<file path="config.mk">
export PLATFORM = sky130hd
export DESIGN_NAME = mem_port_arbiter
export DESIGN_NICKNAME = d
export VERILOG_FILES = /design/src/rtl/mem_port_arbiter.sv
export SDC_FILE = /design/constraint.sdc
export NUM_CORES = 1
export LEC_CHECK = 0
export CAP_MARGIN = 25
export CORE_AREA = 4 4 172 91
export DETAILED_ROUTE_END_ITERATION = 10
export DIE_AREA = 0 0 176 95
export GPL_TIMING_DRIVEN = 0
export PLACE_DENSITY = 0.72
export REMOVE_ABC_BUFFERS = 1
export SYNTH_ARGS = -nofsm -noshare
export SYNTH_HDL_FRONTEND = slang
export SYNTH_SLANG_ARGS = --single-unit
</file>
<file path="constraint.sdc">
create_clock -name clk -period 3.8 [get_ports clk]
set_input_delay 0.57 -clock clk [delete_from_list [all_inputs] [get_ports clk]]
set_output_delay 0.57 -clock clk [all_outputs]
set_load 0.005 [all_outputs]
</file>
<file path="src/rtl/mem_port_arbiter.sv">
// Shares one memory request port between the I-cache and D-cache, one transaction
// outstanding at a time, with round-robin (or D-first) resolution of simultaneous requests.
module mem_port_arbiter #(
   parameter int ADDR_W   = 32,
   parameter int DATA_W   = 32,
   parameter bit RR_EN    = 1'b1,
   parameter int MAX_WAIT = 255
) (
   input  logic              clk,
   input  logic              rst,
   input  logic              i_req_valid,
   input  logic              i_req_wr,
   input  logic [ADDR_W-1:0] i_req_addr,
   input  logic [DATA_W-1:0] i_wr_data,
   output logic              i_req_ready,
   output logic [DATA_W-1:0] i_rd_data,
   input  logic              d_req_valid,
   input  logic              d_req_wr,
   input  logic [ADDR_W-1:0] d_req_addr,
   input  logic [DATA_W-1:0] d_wr_data,
   output logic              d_req_ready,
   output logic [DATA_W-1:0] d_rd_data,
   output logic [ADDR_W-1:0] mem_req_addr,
   output logic [DATA_W-1:0] mem_wr_data,
   output logic              mem_req_vaild,
   output logic              mem_req_wr,
   input  logic [DATA_W-1:0] mem_req_data,
   input  logic              mem_req_ready,
   output logic              grant_d,
   output logic              err_timeout
);

   // state | meaning
   // IDLE  | no txn outstanding; arbitrate among valid requesters
   // ISSUE | winner latched, mem_req_vaild asserted for the first cycle
   // WAIT  | holding the request until mem_req_ready; counting wait cycles

   localparam int CNT_W = $clog2(MAX_WAIT + 1);
   localparam logic [CNT_W-1:0] CNT_MAX = CNT_W'(MAX_WAIT);
   localparam logic [CNT_W-1:0] CNT_PRE = CNT_W'(MAX_WAIT - 1);

   typedef enum logic [1:0] {IDLE, ISSUE, WAIT} state_t;

   state_t           state;
   logic             last_grant;
   logic [CNT_W-1:0] wait_cnt;
   logic             pick_d;
   logic             done;

   always_comb begin
      pick_d = d_req_valid && (!i_req_valid || !RR_EN || !last_grant);
      done   = (state == WAIT) && mem_req_ready;
   end

   assign i_req_ready = done && !grant_d;
   assign d_req_ready = done && grant_d;
   assign i_rd_data   = i_req_ready ? mem_req_data : '0;
   assign d_rd_data   = d_req_ready ? mem_req_data : '0;

   always_ff @(posedge clk) begin
      if (!rst) begin
         state         <= IDLE;
         last_grant    <= 1'b0;
         wait_cnt      <= '0;
         mem_req_addr  <= '0;
         mem_wr_data   <= '0;
         mem_req_vaild <= 1'b0;
         mem_req_wr    <= 1'b0;
         grant_d       <= 1'b0;
         err_timeout   <= 1'b0;
      end else begin
         err_timeout <= 1'b0;
         case (state)
            IDLE: begin
               if (i_req_valid || d_req_valid) begin
                  grant_d       <= pick_d;
                  mem_req_addr  <= pick_d ? d_req_addr : i_req_addr;
                  mem_wr_data   <= pick_d ? d_wr_data  : i_wr_data;
                  mem_req_wr    <= pick_d ? d_req_wr   : i_req_wr;
                  mem_req_vaild <= 1'b1;
                  state         <= ISSUE;
               end
            end
            ISSUE: begin
               wait_cnt <= '0;
               state    <= WAIT;
            end
            WAIT: begin
               if (mem_req_ready) begin
                  mem_req_vaild <= 1'b0;
                  last_grant    <= grant_d;
                  wait_cnt      <= '0;
                  state         <= IDLE;
               end else begin
                  // pulse lands in the cycle where the count reads MAX_WAIT; saturation keeps it single
                  if (wait_cnt != CNT_MAX) wait_cnt <= wait_cnt + 1'b1;
                  if (wait_cnt == CNT_PRE) err_timeout <= 1'b1;
               end
            end
            default: state <= IDLE;
         endcase
      end
   end

endmodule

</file>
==> results.sh <==
export IMPL_rows=31
export IMPL_cts_buffers=9
export IMPL_reg2reg_slack_ns=1.48
export IMPL_layout_cells_non_filler=928
export IMPL_drive_gt1_share_pct=3.151
export IMPL_firstDrtPassIters=5
export IMPL_p_seq_share_pct=35.1
export IMPL_num_vias=4227
export IMPL_synthCells=448
export IMPL_r2r_end="mem_wr_data[7]"
export IMPL_p_switching_uw=770.5
export IMPL_place_gp_congestion=0.7932
export IMPL_ant_nets=0
export IMPL_final_hold_viol_count=0
export IMPL_synth_ff_type="dfxtp_1"
export IMPL_finalSetupViolations=0
export IMPL_maxSlewViolCount=0
export IMPL_die_area_um2=16720
export IMPL_critPathArrivalTime_ns=2.71
export IMPL_first_global_vias=4344
export IMPL_core_area_um2=14120
export IMPL_die_width_um=176
export IMPL_r2r_start="last_grant"
export IMPL_rsz0062_at_grt="no"
export IMPL_cap_violations=0
export IMPL_synth_enable_flop_cells=0
export IMPL_endpoint_kind="output port"
export IMPL_syn_cell_area_um2=4155
export IMPL_p_int_uw=2161
export IMPL_clock_latency_ns=0.33
export IMPL_antenna_cells=0
export IMPL_filler_cell_count=1277
export IMPL_grtUsageTotal_pct=16.28
export IMPL_period_share_pct=86.35
export IMPL_ys_ff_latch=79
export IMPL_syn_avg_cell_area_um2=9.275
export IMPL_dp_cells=912
export IMPL_power_density_nw_per_um2=381.3
export IMPL_post_cts_buffers=0
export IMPL_crit_required_ns=3.23
export IMPL_die_h_um=95
export IMPL_cts_htree_levels=3
export IMPL_cts_tree="yes"
export IMPL_wirelength_mm=14.43
export IMPL_numClockSinks=79
export IMPL_drtIter0Drc=176
export IMPL_pwr_share_clk_pct=33.9
export IMPL_skew_ns=0.006406
export IMPL_async_reset_ff_share_pct=0
export IMPL_grt_overflow=0
export IMPL_pwr_share_comb_pct=30.9
export IMPL_status="finished, final reports clean"
export IMPL_min_to="mem_wr_data[24]"
export IMPL_dp_hpwl_mm=11.85
export IMPL_critPathLaunchType="primary input"
export IMPL_postCtsHoldBufs=0
export IMPL_relSlewSlack_pct=32.91
export IMPL_synth_cell_types=32
export IMPL_reg2reg_depth=6
export IMPL_clk_pin_slew_ns=0.06
export IMPL_area_growth_syn_to_layout_pct=84.97
export IMPL_fin_total_pwr_uw=2931
export IMPL_path_max_fanout=19
export IMPL_period_needed_ns=3.281
export IMPL_initial_core_util_pct=29.43
export IMPL_post_cts_resized=0
export IMPL_antenna_found_initial=0
export IMPL_avgRoutedWirePerCell_um=15.55
export IMPL_worstMarginPinSlew_ns=1.004
export IMPL_pin_count=301
export IMPL_synthTopCellsByArea="dfxtp_1 (38%), mux2i_1 (16%), o211a_1 (16%), and2_1 (9.8%), nand2_1 (6.3%)"
export IMPL_p_leak_uw=0.003589
export IMPL_hold_depth=1
export IMPL_grt_pass1_wl_mm=21.92
export IMPL_synth_top_area_share_pct=38.06
export IMPL_grt_max_degree=99
export IMPL_io_buffers=300
export IMPL_max_freq_ghz=0.3048
export IMPL_nets=898
export IMPL_clockBufferDepth=2
export IMPL_path_class="in2out"
export IMPL_drc=0
export IMPL_yosysWarnings=0
export IMPL_vias_per_cell=4.555
export IMPL_yosysTopAreaCell="dfxtp_1"
export IMPL_worstHoldStart="mem_wr_data[24]"
export IMPL_hp_class="reg2reg"
export IMPL_seq_area_frac_synth_pct=38.06
export IMPL_p_sw_share_pct=26.29
export IMPL_cts_root_buf="clkbuf_16"
export IMPL_max_vdd_ir_drop_uv=259.3
final cells by class:
| type | instances | area, um2 | area share, % |
|---|---|---|---|
| inverter | 5 | 18.77 | 0.2442 |
| sequential | 79 | 1582 | 20.58 |
| tap | 198 | 247.7 | 3.223 |
| timing repair buffer | 305 | 3097 | 40.29 |
| clock buffer | 10 | 229.0 | 2.979 |
| clock inverter | 6 | 116.4 | 1.514 |
| multi-input combinational | 325 | 2396 | 31.17 |
power groups by stage:
stage / logic [uW] / clock network, uW / registers, uW
2_1_floorplan: 356 / 0 / 1050
3_3_place_gp: 929 / 0 / 1040
3_5_place_dp: 921 / 0 / 1050
4_1_cts: 924 / 1020 / 1030
5_1_grt: 987 / 1070 / 1040
6_report: 907 / 995 / 1030
logic make-up (layout without fill, tap and decap cells):
family                   count (synthesis)  in the layout  synth area share (%)
adder cells (fa/ha/maj)                  6              6                 1.807
multiplexers                            67             67                 16.14
AO/OA/AOI/OAI                           87             87                 19.06
buffers and inverters                   44            326                 4.728
AND/OR/NAND/NOR                        163            163                 19.78
flip-flops                              79             79                 38.06
XOR/XNOR                                 2              2                0.4216
metal layers:
| metal | track usage [%] | vias to the layer above | share of wire, % | routed length, um |
|---|---|---|---|---|
| li1 | - | 2125 | - | - |
| met1 | 19.06 | 1930 | 42 | 6075 |
| met2 | 29.79 | 167 | 50 | 7195 |
| met3 | 5.480 | 5 | 7.6 | 1092 |
| met4 | 2.529 | 0 | 0.44 | 64 |
| met5 | 0 | - | 0 | 0 |
stage by stage:
stage,TNS (ns),utilization (%),cell area (um2),setup WS (ns),hold slack (ns)
6_report,0,54.44,7686,0.5186,0.4957
5_1_grt,0,54.44,7686,0.3115,0.5065
4_1_cts,0,54.44,7686,0.4749,0.4997
3_5_place_dp,0,51.99,7341,0.4750,0.4849
3_3_place_gp,-261.18,51.20,7228,-4.128,0.4788
2_1_floorplan,-135.42,-,3978,-2.056,0.4668
sequential cells by signal, indices dropped and copies added (netlist names):
name           flops
err_timeout        1
mem_req_vaild      1
mem_wr_data       32
last_grant         1
mem_req_wr         1
grant_d            1
mem_req_addr      32
wait_cnt           8
state              2
cell usage after synthesis (all sizes together) (2+ instances only):
cell and number:
xnor2 2, or3 2, and3 3, nand2 70
a21oi 6, mux2i 67, nand3 6, nand4 2
and2 65, nor2 7, inv 5, o211a 65
dfxtp 79, clkbuf 24, nor2b 6, ha 6
a21boi 2, o21ai 5, o21a 3, buf 15
worst max-delay path: stages:
cell and delay [ns]:
clkdlybuf4s50_1 0.51, nand2_1 0.08, nor2_1 0.64, buf_6 0.25, and2_1 0.14, clkdlybuf4s50_1 0.51
worst max path at each step:
stage	from	slack (ns)	cells after the start	to
6_report	mem_req_ready	0.52	6	i_rd_data[28]
5_1_grt	mem_req_ready	0.31	6	i_rd_data[30]
4_1_cts	mem_req_ready	0.47	6	i_rd_data[28]
3_5_place_dp	mem_req_ready	0.48	6	i_rd_data[28]
3_3_place_gp	d_req_valid	-4.13	5	mem_wr_data[1]
2_1_floorplan	d_req_valid	-2.06	4	mem_req_addr[0]
placed cells by master, fill, tap and decap left out, drive strengths merged, types with 3 or more instances in the layout:
cell type	Yosys	final
clkdlybuf4s50	0	299
dfxtp	79	79
nand2	70	70
mux2i	67	67
and2	65	65
o211a	65	65
clkbuf	24	10
nor2	7	7
inv	5	7
nor2b	6	6
a21oi	6	6
nand3	6	6
ha	6	6
buf	15	6
o21ai	5	5
and3	3	3
bufinv	0	3
o21a	3	3
(Power assumes the default switching activity.)
